===== src/rtl/uart_loopback_fifo.sv =====
// Loopback buffer between uart_core rx and tx: transforms characters on push, buffers them in a FWFT FIFO, optionally holds a line until EOL.
// PASS latency 1 cycle push-to-tx_valid; rx_ready drops when full or draining a line, tx_valid holds until tx_ready.
module uart_loopback_fifo #(
  parameter int         DATA_WIDTH = 8,
  parameter int         FIFO_DEPTH = 16,
  parameter logic [7:0] MATCH_CHAR = 8'd65,
  parameter logic [7:0] EOL_CHAR   = 8'h0D
) (
  input  logic                          clk,
  input  logic                          rst,
  input  logic [1:0]                    mode,
  input  logic [DATA_WIDTH-1:0]         rx_data,
  input  logic                          rx_valid,
  output logic                          rx_ready,
  output logic [DATA_WIDTH-1:0]         tx_data,
  output logic                          tx_valid,
  input  logic                          tx_ready,
  output logic [$clog2(FIFO_DEPTH):0]   fifo_count,
  output logic                          fifo_full,
  output logic                          fifo_empty,
  output logic                          match_seen
);

  localparam int AW = $clog2(FIFO_DEPTH);
  localparam int CW = AW + 1;
  localparam logic [CW-1:0] FULL_CNT = CW'(FIFO_DEPTH);
  localparam logic [CW-1:0] LAST_CNT = CW'(FIFO_DEPTH - 1);
  localparam logic [CW-1:0] ONE_CNT  = CW'(1);
  localparam logic [1:0]    MODE_LINE = 2'b11;

  typedef enum logic [1:0] {
    PASS  = 2'd0,
    FILL  = 2'd1,
    DRAIN = 2'd2
  } state_t;

  state_t              state_q, state_d;
  logic [1:0]          active_mode_q, active_mode_d;
  logic [AW-1:0]       wr_ptr_q, wr_ptr_d;
  logic [AW-1:0]       rd_ptr_q, rd_ptr_d;
  logic [CW-1:0]       count_q, count_d;
  logic                match_q, match_d;
  logic [DATA_WIDTH-1:0] mem [FIFO_DEPTH];

  logic                push, pop, mode_load, is_eol;
  logic [DATA_WIDTH-1:0] push_dat;

  function automatic logic [DATA_WIDTH-1:0] xform(input logic [1:0] m,
                                                  input logic [DATA_WIDTH-1:0] d);
    logic [DATA_WIDTH-1:0] r;
    logic                  is_up, is_lo;
    r     = d;
    is_up = (d[7:0] >= 8'h41) && (d[7:0] <= 8'h5A);
    is_lo = (d[7:0] >= 8'h61) && (d[7:0] <= 8'h7A);
    case (m)
      2'b01, 2'b11: begin
        if (is_up)      r[7:0] = d[7:0] + 8'd32;
        else if (is_lo) r[7:0] = d[7:0] - 8'd32;
      end
      2'b10: begin
        if (is_lo) r[7:0] = d[7:0] - 8'd32;
      end
      default: r = d;
    endcase
    return r;
  endfunction

  assign push      = rx_valid && rx_ready;
  assign pop       = tx_valid && tx_ready;
  assign push_dat  = xform(active_mode_q, rx_data);
  assign is_eol    = (rx_data[7:0] == EOL_CHAR);
  // Mode switches only at a clean boundary so queued characters keep their transform.
  assign mode_load = (count_q == '0) && (state_q != DRAIN);

  always_ff @(posedge clk) begin
    if (rst) begin
      state_q       <= PASS;
      active_mode_q <= 2'b00;
      wr_ptr_q      <= '0;
      rd_ptr_q      <= '0;
      count_q       <= '0;
      match_q       <= 1'b0;
    end else begin
      state_q       <= state_d;
      active_mode_q <= active_mode_d;
      wr_ptr_q      <= wr_ptr_d;
      rd_ptr_q      <= rd_ptr_d;
      count_q       <= count_d;
      match_q       <= match_d;
    end
  end

  always_ff @(posedge clk) begin
    if (push) mem[wr_ptr_q] <= push_dat;
  end

  always_comb begin
    active_mode_d = mode_load ? mode : active_mode_q;
    wr_ptr_d      = push ? wr_ptr_q + 1'b1 : wr_ptr_q;
    rd_ptr_d      = pop  ? rd_ptr_q + 1'b1 : rd_ptr_q;
    match_d       = match_q || (push && (rx_data[7:0] == MATCH_CHAR));
    count_d       = count_q;
    case ({push, pop})
      2'b10:   count_d = count_q + ONE_CNT;
      2'b01:   count_d = count_q - ONE_CNT;
      default: count_d = count_q;
    endcase
  end

  always_comb begin
    state_d = state_q;
    case (state_q)
      PASS: begin
        if (mode_load && (mode == MODE_LINE)) state_d = FILL;
      end
      FILL: begin
        if (push && (is_eol || (count_q == LAST_CNT))) state_d = DRAIN;
        else if (mode_load && (mode != MODE_LINE))     state_d = PASS;
      end
      DRAIN: begin
        if (pop && (count_q == ONE_CNT)) state_d = FILL;
      end
      default: state_d = PASS;
    endcase
  end

  always_comb begin
    rx_ready = 1'b0;
    tx_valid = 1'b0;
    if (!rst) begin
      case (state_q)
        PASS: begin
          rx_ready = (count_q != FULL_CNT);
          tx_valid = (count_q != '0);
        end
        FILL: begin
          rx_ready = (count_q != FULL_CNT);
          tx_valid = 1'b0;
        end
        DRAIN: begin
          rx_ready = 1'b0;
          tx_valid = (count_q != '0);
        end
        default: begin
          rx_ready = 1'b0;
          tx_valid = 1'b0;
        end
      endcase
    end
  end

  assign tx_data    = mem[rd_ptr_q];
  assign fifo_count = count_q;
  assign fifo_full  = (count_q == FULL_CNT);
  assign fifo_empty = (count_q == '0);
  assign match_seen = match_q;

endmodule


===== config.mk =====
export PLATFORM = sky130hd
export DESIGN_NAME = uart_loopback_fifo
export DESIGN_NICKNAME = d
export VERILOG_FILES = /design/src/rtl/uart_loopback_fifo.sv
export SDC_FILE = /design/constraint.sdc
export NUM_CORES = 1
export LEC_CHECK = 0
export CAP_MARGIN = 15
export CORE_UTILIZATION = 64
export CTS_CLUSTER_SIZE = 20
export DETAILED_ROUTE_END_ITERATION = 12
export PLACE_DENSITY = 0.87
export SLEW_MARGIN = 20
export SYNTH_ARGS = -nofsm -noshare
export SYNTH_HDL_FRONTEND = slang
export SYNTH_SLANG_ARGS = --single-unit

===== constraint.sdc =====
create_clock -name clk -period 5.2 [get_ports clk]
set_clock_uncertainty 0.05 [all_clocks]
set_input_delay 1.04 -clock clk [delete_from_list [all_inputs] [get_ports clk]]
set_output_delay 1.04 -clock clk [all_outputs]
set_load 0.02 [all_outputs]

==> results.ini, run 1 <==
[detailed_routing]
first_iter_violations=318
final_antenna_net_count=0
wl_per_cell_um=22.6
via_per_inst=6.32
wl_mm=12.6
dr.pass1.iters=4
drc=0
vias=3514

[cts]
clock_latency_ns=0.51
cts_tree=done
root_buffer=clkbuf_8
post_cts_buffers=0
hold_buffers=0
h-tree-depth=4
cts_resized=0
cts_buffers=17
clock_path_buffers=2
cts.sinks=150
clk_pin_slew_ns=0.06

[global_routing]
antenna_found_initial=0
top_usage_layer=met2
grt-ovfl-total=0
grt_max_degree=26
grt_pass1_vias=3544
gr-usage-met1=0.355
use_met2=0.466
gr-usage-met3=0.0576
grt_usage=0.270
grt_pass1_wl_mm=19.6

[final_layout]
finalInstanceArea_um2=7260
final_cells=556
drive_above_1_share=0.141
synthToLayoutAreaGrowth_pct=15.4
nNetsFinal=441
final_cell_mix=128 x edfxtp_1, 35 x nor2_1, 31 x clkdlybuf4s50_1
fill_cells=540
diodes=0
utilization=0.774
final_common_cell=edfxtp_1

[setup_path]
startpoint_type=flip-flop
critPathMaxStageDelay_ns=0.87
cp_top_family=buffers and inverters
r2r-start=fifo_count[0]$_SDFFE_PP0P_
critical_path.slowest_cell=dfxtp_2
worst-path-max-fanout=25
reg2reg_slack_ns=2.48
reg2reg_depth=6
crit_arrival_ns=3.19
crit_path_cell_trace=buf_4, mux4_1, a22oi_1, nand2_1, clkdlybuf4s50_1
worstSetupEndpointType=output port
crit_type=reg2out
cp.required_ns=4.11
r2r_end=mem[6][5]$_DFFE_PP_
critPathBufInv=2

[floorplan]
die_w_um=101
num_rows=35
pin_count=32
core_um2=9370
initial_core_util=0.671
die_h_um=101
die_area_um2=10200

[synth]
yosysTopAreaCell=edfxtp_1
async_flop_share=0
ys_ff_latch=150
syn_inst=370
synth_area_leaders=edfxtp_1 61%, dfxtp_1 7.0%, mux4_1 6.7%, mux4_2 5.7%, ha_1 2.6%
ys.flop_type=edfxtp_1
synth_edf_count=128
syn_area_um2=6290
syn_area_per_cell_um2=17.0
synthDistinctLibCells=52
yosysSeqAreaShare=0.681
ys_warn_count=0
synth_top_area_frac=0.611
synth_nets=397

[sta]
setup_viol=0
relSlewSlack=0.429
timing.final.crit_share=0.822
rsz0062_at_grt=false
tightest_slew_ns=0.854
fmax_mhz=234
finalCriticalPeriod_ns=4.28
finalMaxSlewViolations=0
final_hold_viol_count=0
fin_tns_setup_ns=0

[worst_hold_path]
min_from=rd_ptr_q[3]$_SDFFE_PP0N_
hold_depth=1
hold_path_class=reg2reg

[power]
p_per_area_nw_per_um2=374
leakagePower_nw=2.42
max-vdd-ir-drop_v=0.000228

[place]
dpl.cell_count=524
dp_hpwl_mm=7.94
port_buffers=31
place_area_um2=6710
place_congestion=0.774

[run_status]
outcome=finished, final reports clean

[run]
drv_cap=0

-- worst max path at each step --
stage                          endpoint  slack, ns       start  cells after the start
floorplan           mem[0][5]$_DFFE_PP_       2.32  rx_data[1]                      4
global placement             tx_data[3]       1.50   flip-flop                      5
detailed placement  mem[6][4]$_DFFE_PP_       1.38         rst                      6
CTS                          tx_data[3]       0.90   flip-flop                      5
global route                 tx_data[3]       0.76   flip-flop                      5
finish                       tx_data[3]       0.92   flip-flop                      5
-- kinds of logic (layout without fill, tap and decap cells) --
kind of cell / after synthesis / in the layout / synth area share
multiplexers: 35 / 35 / 0.129
XOR/XNOR: 9 / 9 / 0.0125
adder cells (fa/ha/maj): 13 / 13 / 0.0259
flip-flops: 150 / 150 / 0.681
AO/OA/AOI/OAI: 45 / 45 / 0.0523
AND/OR/NAND/NOR: 89 / 89 / 0.0710
buffers and inverters: 29 / 86 / 0.0281
-- per-layer routing --
layer,share of wire,up-vias
met2,0.53,151
met4,0.0093,0
met5,0,-
met1,0.40,1788
met3,0.057,15
li1,-,1560
-- layout make-up --
cell class,count,area [um2],area share
Clock buffer,17,414,0.0571
Clock inverter,15,130,0.0179
Inverter,13,48.8,0.00672
Multi-Input combinational cell,191,1830,0.253
Sequential cell,150,4290,0.590
Tap cell,129,161,0.0222
Timing Repair Buffer,41,385,0.0531
-- Yosys cell counts, types with 4 or more instances --
cell type	count
o211ai_1	5
edfxtp_1	128
ha_1	13
o21ai_0	5
mux4_2	16
dfxtp_1	22
nor3_1	7
xor2_1	6
a22oi_1	16
nor2_1	35
nand2_1	19
nand2b_1	5
inv_1	13
mux4_1	16
clkbuf_1	4
nand3_1	4
-- stage by stage --
| stage | hold slack (ns) | total power [W] | setup slack [ns] |
|---|---|---|---|
| floorplan | 0.375 | 0.00153 | 2.32 |
| global placement | 0.400 | 0.00162 | 1.50 |
| detailed placement | 0.414 | 0.00162 | 1.38 |
| CTS | 0.433 | 0.00272 | 0.905 |
| global route | 0.476 | 0.00279 | 0.759 |
| finish | 0.439 | 0.00271 | 0.924 |
-- power by group --
group	switching (W)	total, W	internal, W
Combinational	0.000125	0.000247	0.000121
Sequential	0.0000303	0.00136	0.00133
Clock	0.000475	0.00111	0.000634
Total	0.000630	0.00271	0.00208
-- registers in the layout, indices dropped and copies added, names as in the netlist, named ones only --
name / cells
state_q: 2
rd_ptr_q: 4
fifo_count: 5
match_seen: 1
mem: 128
wr_ptr_q: 4
active_mode_q: 2
(Power assumes the default switching activity.)
==> run 2: changes to the inputs <==
--- a/config.mk
+++ b/config.mk
@@ -6,10 +6,10 @@
 export NUM_CORES = 1
 export LEC_CHECK = 0
 export CAP_MARGIN = 15
-export CORE_UTILIZATION = 64
+export CORE_UTILIZATION = 54
 export CTS_CLUSTER_SIZE = 20
 export DETAILED_ROUTE_END_ITERATION = 12
-export PLACE_DENSITY = 0.87
+export PLACE_DENSITY = 0.79
 export SLEW_MARGIN = 20
 export SYNTH_ARGS = -nofsm -noshare
 export SYNTH_HDL_FRONTEND = slang
==> constraint.sdc (replaced) <==
create_clock -name clk -period 3.75 [get_ports clk]
set_clock_uncertainty 0.05 [all_clocks]
set_input_delay 0.75 -clock clk [delete_from_list [all_inputs] [get_ports clk]]
set_output_delay 0.75 -clock clk [all_outputs]
set_load 0.02 [all_outputs]
==> run 2 against run 1 <==
Via count is 0.63% lower. Sequential power up 37%. Flip-flop and latch count unchanged. Clock power rose by 26%. Global-route usage down 4.3 points. Clock-buffer cell count is 5 higher. Combinational power grew 46%. Critical endpoint is now tx_data[7]. Setup slack worse by 0.65 ns. Highest routed layer unchanged. Worst hold slack improved by 0.019 ns. Power increased by 34%. Critical path depth unchanged. Utilization down 13 points.
==> results.ini, run 2 (synthesis results as in run 1) <==
[power]
leakagePower_nw=2.49
finalPower_w=0.00362
max-vdd-ir-drop_v=0.000270
p_per_area_nw_per_um2=493

[cts]
cts.sinks=150
root_buffer=clkbuf_16
hold_buffers=0
clock_path_buffers=2
clock_latency_ns=0.41
post_cts_buffers=0
cts_resized=0
clk_pin_slew_ns=0.05
h-tree-depth=4
cts_tree=done
cts_buffers=17

[detailed_routing]
via_per_inst=5.97
wl_per_cell_um=21.1
drc=0
dr_wl_met2_mm=6.19
wl_met3_um=730
m1WireLength_mm=5.37
wl_mm=12.3
vias=3492
highest_layer=met4
dr.pass1.iters=5
final_antenna_net_count=0
first_iter_violations=291

[worst_hold_path]
hold_depth=1
min_from=rd_ptr_q[3]$_SDFFE_PP0N_
hold_path_class=reg2reg

[global_routing]
grt-ovfl-total=0
grt_max_degree=33
grt_pass1_wl_mm=19.1
antenna_found_initial=0
grt_pass1_vias=3518
grt_usage=0.228

[floorplan]
die_area_um2=12100
die_h_um=110
initial_core_util=0.553
pin_count=32
core_um2=11400
die_w_um=110
num_rows=39

[sta]
timing.final.crit_share=0.927
fin_tns_setup_ns=0
finalMaxSlewViolations=0
whs_ns=0.458
relSlewSlack=0.536
fmax_mhz=288
tightest_slew_ns=0.694
finalCriticalPeriod_ns=3.48
final_hold_viol_count=0
rsz0062_at_grt=false
setup_viol=0

[setup_path]
worst-path-max-fanout=28
r2r_end=fifo_count[3]$_SDFFE_PP0P_
reg2reg_depth=10
cp.required_ns=2.95
crit_arrival_ns=2.68
r2r-start=fifo_count[0]$_SDFFE_PP0P_
crit_path_cell_trace=buf_12, mux4_2, a22oi_1, nand2_1, clkdlybuf4s50_1
worstSetupEndpointType=output port
crit_type=reg2out
critical_path.slowest_cell=clkdlybuf4s50_1
reg2reg_slack_ns=1.12
startpoint_type=flip-flop
critPathMaxStageDelay_ns=0.56

[final_layout]
regMostFlops=mem
diodes=0
nNetsFinal=458
synthToLayoutAreaGrowth_pct=16.8
drive_above_1_share=0.156
final_common_cell=edfxtp_1
finalInstanceArea_um2=7350
utilization=0.646
final_cell_mix=128 x edfxtp_1, 35 x nor2_1, 31 x clkdlybuf4s50_1
largest_reg_flops=128

[run_status]
outcome=finished, final reports clean

[place]
place_area_um2=6860
dp_hpwl_mm=7.89
port_buffers=31
place_congestion=0.757

[run]
drv_cap=0

## run 2: cell count changes in the layout (fill, tap and decap cells not counted), moves of 2 or more
cell,change
clkinv_2,+4
buf_4,+15
clkinv_4,-5
clkinvlp_4,-3
clkbuf_1,+5
inv_6,-2
## run 2: through the flow
step	instances	worst slack [ns]
3_5_place_dp	554	0.445
4_1_cts	584	0.174
6_report	585	0.273
2_1_floorplan	370	1.16
5_1_grt	585	0.103
3_3_place_gp	554	0.557
## run 2: area by class of cell
class                           count  area (um2)
Clock buffer                       22         444
Tap cell                          143         179
Fill cell                         777        4020
Inverter                           13        48.8
Multi-Input combinational cell    191        1830
Clock inverter                      8        36.3
Timing Repair Buffer               58         526
Sequential cell                   150        4290
## run 2: power breakdown
group,internal (W),switching (W)
sequential,0.00184,0.0000261
combinational,0.000174,0.000186
clock,0.000822,0.000576
total,0.00284,0.000788
## run 2: worst max-delay path, delay by kind of cell, from the launching register on
kind | cells | cell delay, ns
DFF | 1 | 0.43
buffers and inverters | 2 | 0.83
and+or+nand+nor | 1 | 0.12
AOI/OAI and AO/OA | 1 | 0.33
muxes | 1 | 0.55
## run 2: per-layer routing
metal | GRT usage | vias up
met1 | 0.309 | 1763
met3 | 0.0486 | 6
met2 | 0.365 | 136
met5 | 0 | -
li1 | - | 1587
met4 | 0.0848 | 0
## run 2: how the worst max path moves through the flow
stage	to	slack (ns)	depth (start not counted)	startpoint
6_report	tx_data[7]	0.27	5	flip-flop
5_1_grt	tx_data[7]	0.10	5	flip-flop
4_1_cts	tx_data[7]	0.17	5	flip-flop
3_5_place_dp	mem[4][7]$_DFFE_PP_	0.45	5	rx_data[2]
3_3_place_gp	fifo_count[3]$_SDFFE_PP0P_	0.56	9	rst
2_1_floorplan	mem[0][5]$_DFFE_PP_	1.16	4	rx_data[1]
==> run 3: changes to the inputs <==
--- a/config.mk
+++ b/config.mk
@@ -6,11 +6,11 @@
 export NUM_CORES = 1
 export LEC_CHECK = 0
 export CAP_MARGIN = 15
-export CORE_UTILIZATION = 54
+export CORE_UTILIZATION = 30
 export CTS_CLUSTER_SIZE = 20
 export DETAILED_ROUTE_END_ITERATION = 12
-export PLACE_DENSITY = 0.79
-export SLEW_MARGIN = 20
+export PLACE_DENSITY = 0.5
+export SETUP_SLACK_MARGIN = 0.05
 export SYNTH_ARGS = -nofsm -noshare
 export SYNTH_HDL_FRONTEND = slang
 export SYNTH_SLANG_ARGS = --single-unit
==> run 3 against run 2 <==
Die area up 78%. Critical path depth unchanged. Flip-flop and latch count unchanged. Clock power up 16%. Largest cell class unchanged. Power up 6.5%.
==> results.ini, run 3 (synthesis results as in run 1) <==
[final_layout]
final_cell_mix=128 x edfxtp_1, 35 x nor2_1, 31 x clkdlybuf4s50_1
seq_area_um2=4290
nNetsFinal=460
largest_reg_flops=128
synthToLayoutAreaGrowth_pct=20.9
multi_input_area_um2=1830
utilization=0.373
diodes=0
final_common_cell=edfxtp_1
fill_cells=1899
regMostFlops=mem
drive_above_1_share=0.179

[floorplan]
initial_core_util=0.309
pin_count=32
die_area_um2=21500
die_h_um=147
core_um2=20400
num_rows=52
die_w_um=147

[global_routing]
grt_max_degree=33
grt_usage=0.138
antenna_found_initial=0
grt-ovfl-total=0
grt_pass1_wl_mm=21.3
grt_pass1_vias=3563

[cts]
cts_buffers=17
hold_buffers=0
clock_latency_ns=0.42
clock_path_buffers=2
root_buffer=clkbuf_16
cts.sinks=150
cts_tree=done
post_cts_buffers=0
cts_resized=0
clk_pin_slew_ns=0.06
h-tree-depth=4

[power]
p_per_area_nw_per_um2=507
max-vdd-ir-drop_v=0.000302
leakagePower_nw=2.54
finalPower_w=0.00386

[setup_path]
worstSetupEndpointType=output port
r2r_end=fifo_count[3]$_SDFFE_PP0P_
reg2reg_depth=10
crit_type=reg2out
reg2reg_slack_ns=1.14
cp-endpoint=tx_data[3]
critical_path.slowest_cell=mux4_1
crit_path_cell_trace=buf_12, mux4_1, a22oi_1, nand2_1, clkdlybuf4s50_1
critPathMaxStageDelay_ns=0.60
worst-path-max-fanout=32
crit_arrival_ns=2.63
r2r-start=fifo_count[0]$_SDFFE_PP0P_
cp.required_ns=2.95
startpoint_type=flip-flop

[sta]
fin_tns_setup_ns=0
fmax_mhz=291
final_hold_viol_count=0
timing.final.crit_share=0.916
finalCriticalPeriod_ns=3.43
tightest_slew_ns=0.730
relSlewSlack=0.512
finalMaxSlewViolations=0
rsz0062_at_grt=false
setup_viol=0

[detailed_routing]
wl_mm=13.9
drc=0
final_antenna_net_count=0
vias=3483
dr.pass1.iters=4
m1WireLength_mm=6.71
first_iter_violations=212
wl_met3_um=482
wl_per_cell_um=19.5
via_per_inst=4.86
dr_wl_met2_mm=6.58
highest_layer=met4

[place]
port_buffers=31
place_congestion=0.754
dp_hpwl_mm=8.98

[run_status]
outcome=finished, final reports clean

[worst_hold_path]
hold_path_class=reg2reg

[run]
drv_cap=0

## run 3: final cells by class
type                            count  area share
Inverter                           13     0.00642
Timing Repair Buffer               60      0.0711
Clock inverter                     15      0.0183
Multi-Input combinational cell    191       0.240
Clock buffer                       17      0.0559
Tap cell                          270      0.0444
Sequential cell                   150       0.564
## run 3: report_power, final
part	switching [W]	leakage [nW]	internal [W]	total (W)
logic	0.000192	0.927	0.000175	0.000367
registers	0.0000256	1.33	0.00184	0.00186
clock network	0.000702	0.278	0.000926	0.00163
## run 3: critical path, delay by kind of cell, from the launching register on
kind / cells / cell delay [ns]
AOI/OAI and AO/OA: 1 / 0.29
buffers and inverters: 2 / 0.82
muxes: 1 / 0.60
and+or+nand+nor: 1 / 0.15
DFF: 1 / 0.34
## run 3: stage by stage
stage,cells,area (um2),hold slack [ns],worst slack (ns)
6_report,716,7600,0.424,0.316
5_1_grt,716,7600,0.473,0.189
4_1_cts,716,7600,0.420,0.281
3_5_place_dp,684,7040,0.405,0.614
3_3_place_gp,684,7040,0.412,0.659
2_1_floorplan,370,6290,0.375,1.16
## run 3: how the worst min path moves through the flow
stage | start | end | cells past startpoint
finish | rd_ptr_q[3]$_SDFFE_PP0N_ | rd_ptr_q[3]$_SDFFE_PP0N_ | 1
CTS | rd_ptr_q[3]$_SDFFE_PP0N_ | rd_ptr_q[3]$_SDFFE_PP0N_ | 1
global route | rd_ptr_q[3]$_SDFFE_PP0N_ | rd_ptr_q[3]$_SDFFE_PP0N_ | 1
global placement | rd_ptr_q[3]$_SDFFE_PP0N_ | rd_ptr_q[3]$_SDFFE_PP0N_ | 1
detailed placement | rd_ptr_q[3]$_SDFFE_PP0N_ | rd_ptr_q[3]$_SDFFE_PP0N_ | 1
floorplan | rd_ptr_q[3]$_SDFFE_PP0N_ | flip-flop | 1
## run 3: per-layer routing
layer  GRT usage  vias to the layer above
met2       0.218                       86
li1            -                     1597
met1       0.186                     1785
met4      0.0458                        0
met5           0                        -
met3      0.0342                       15
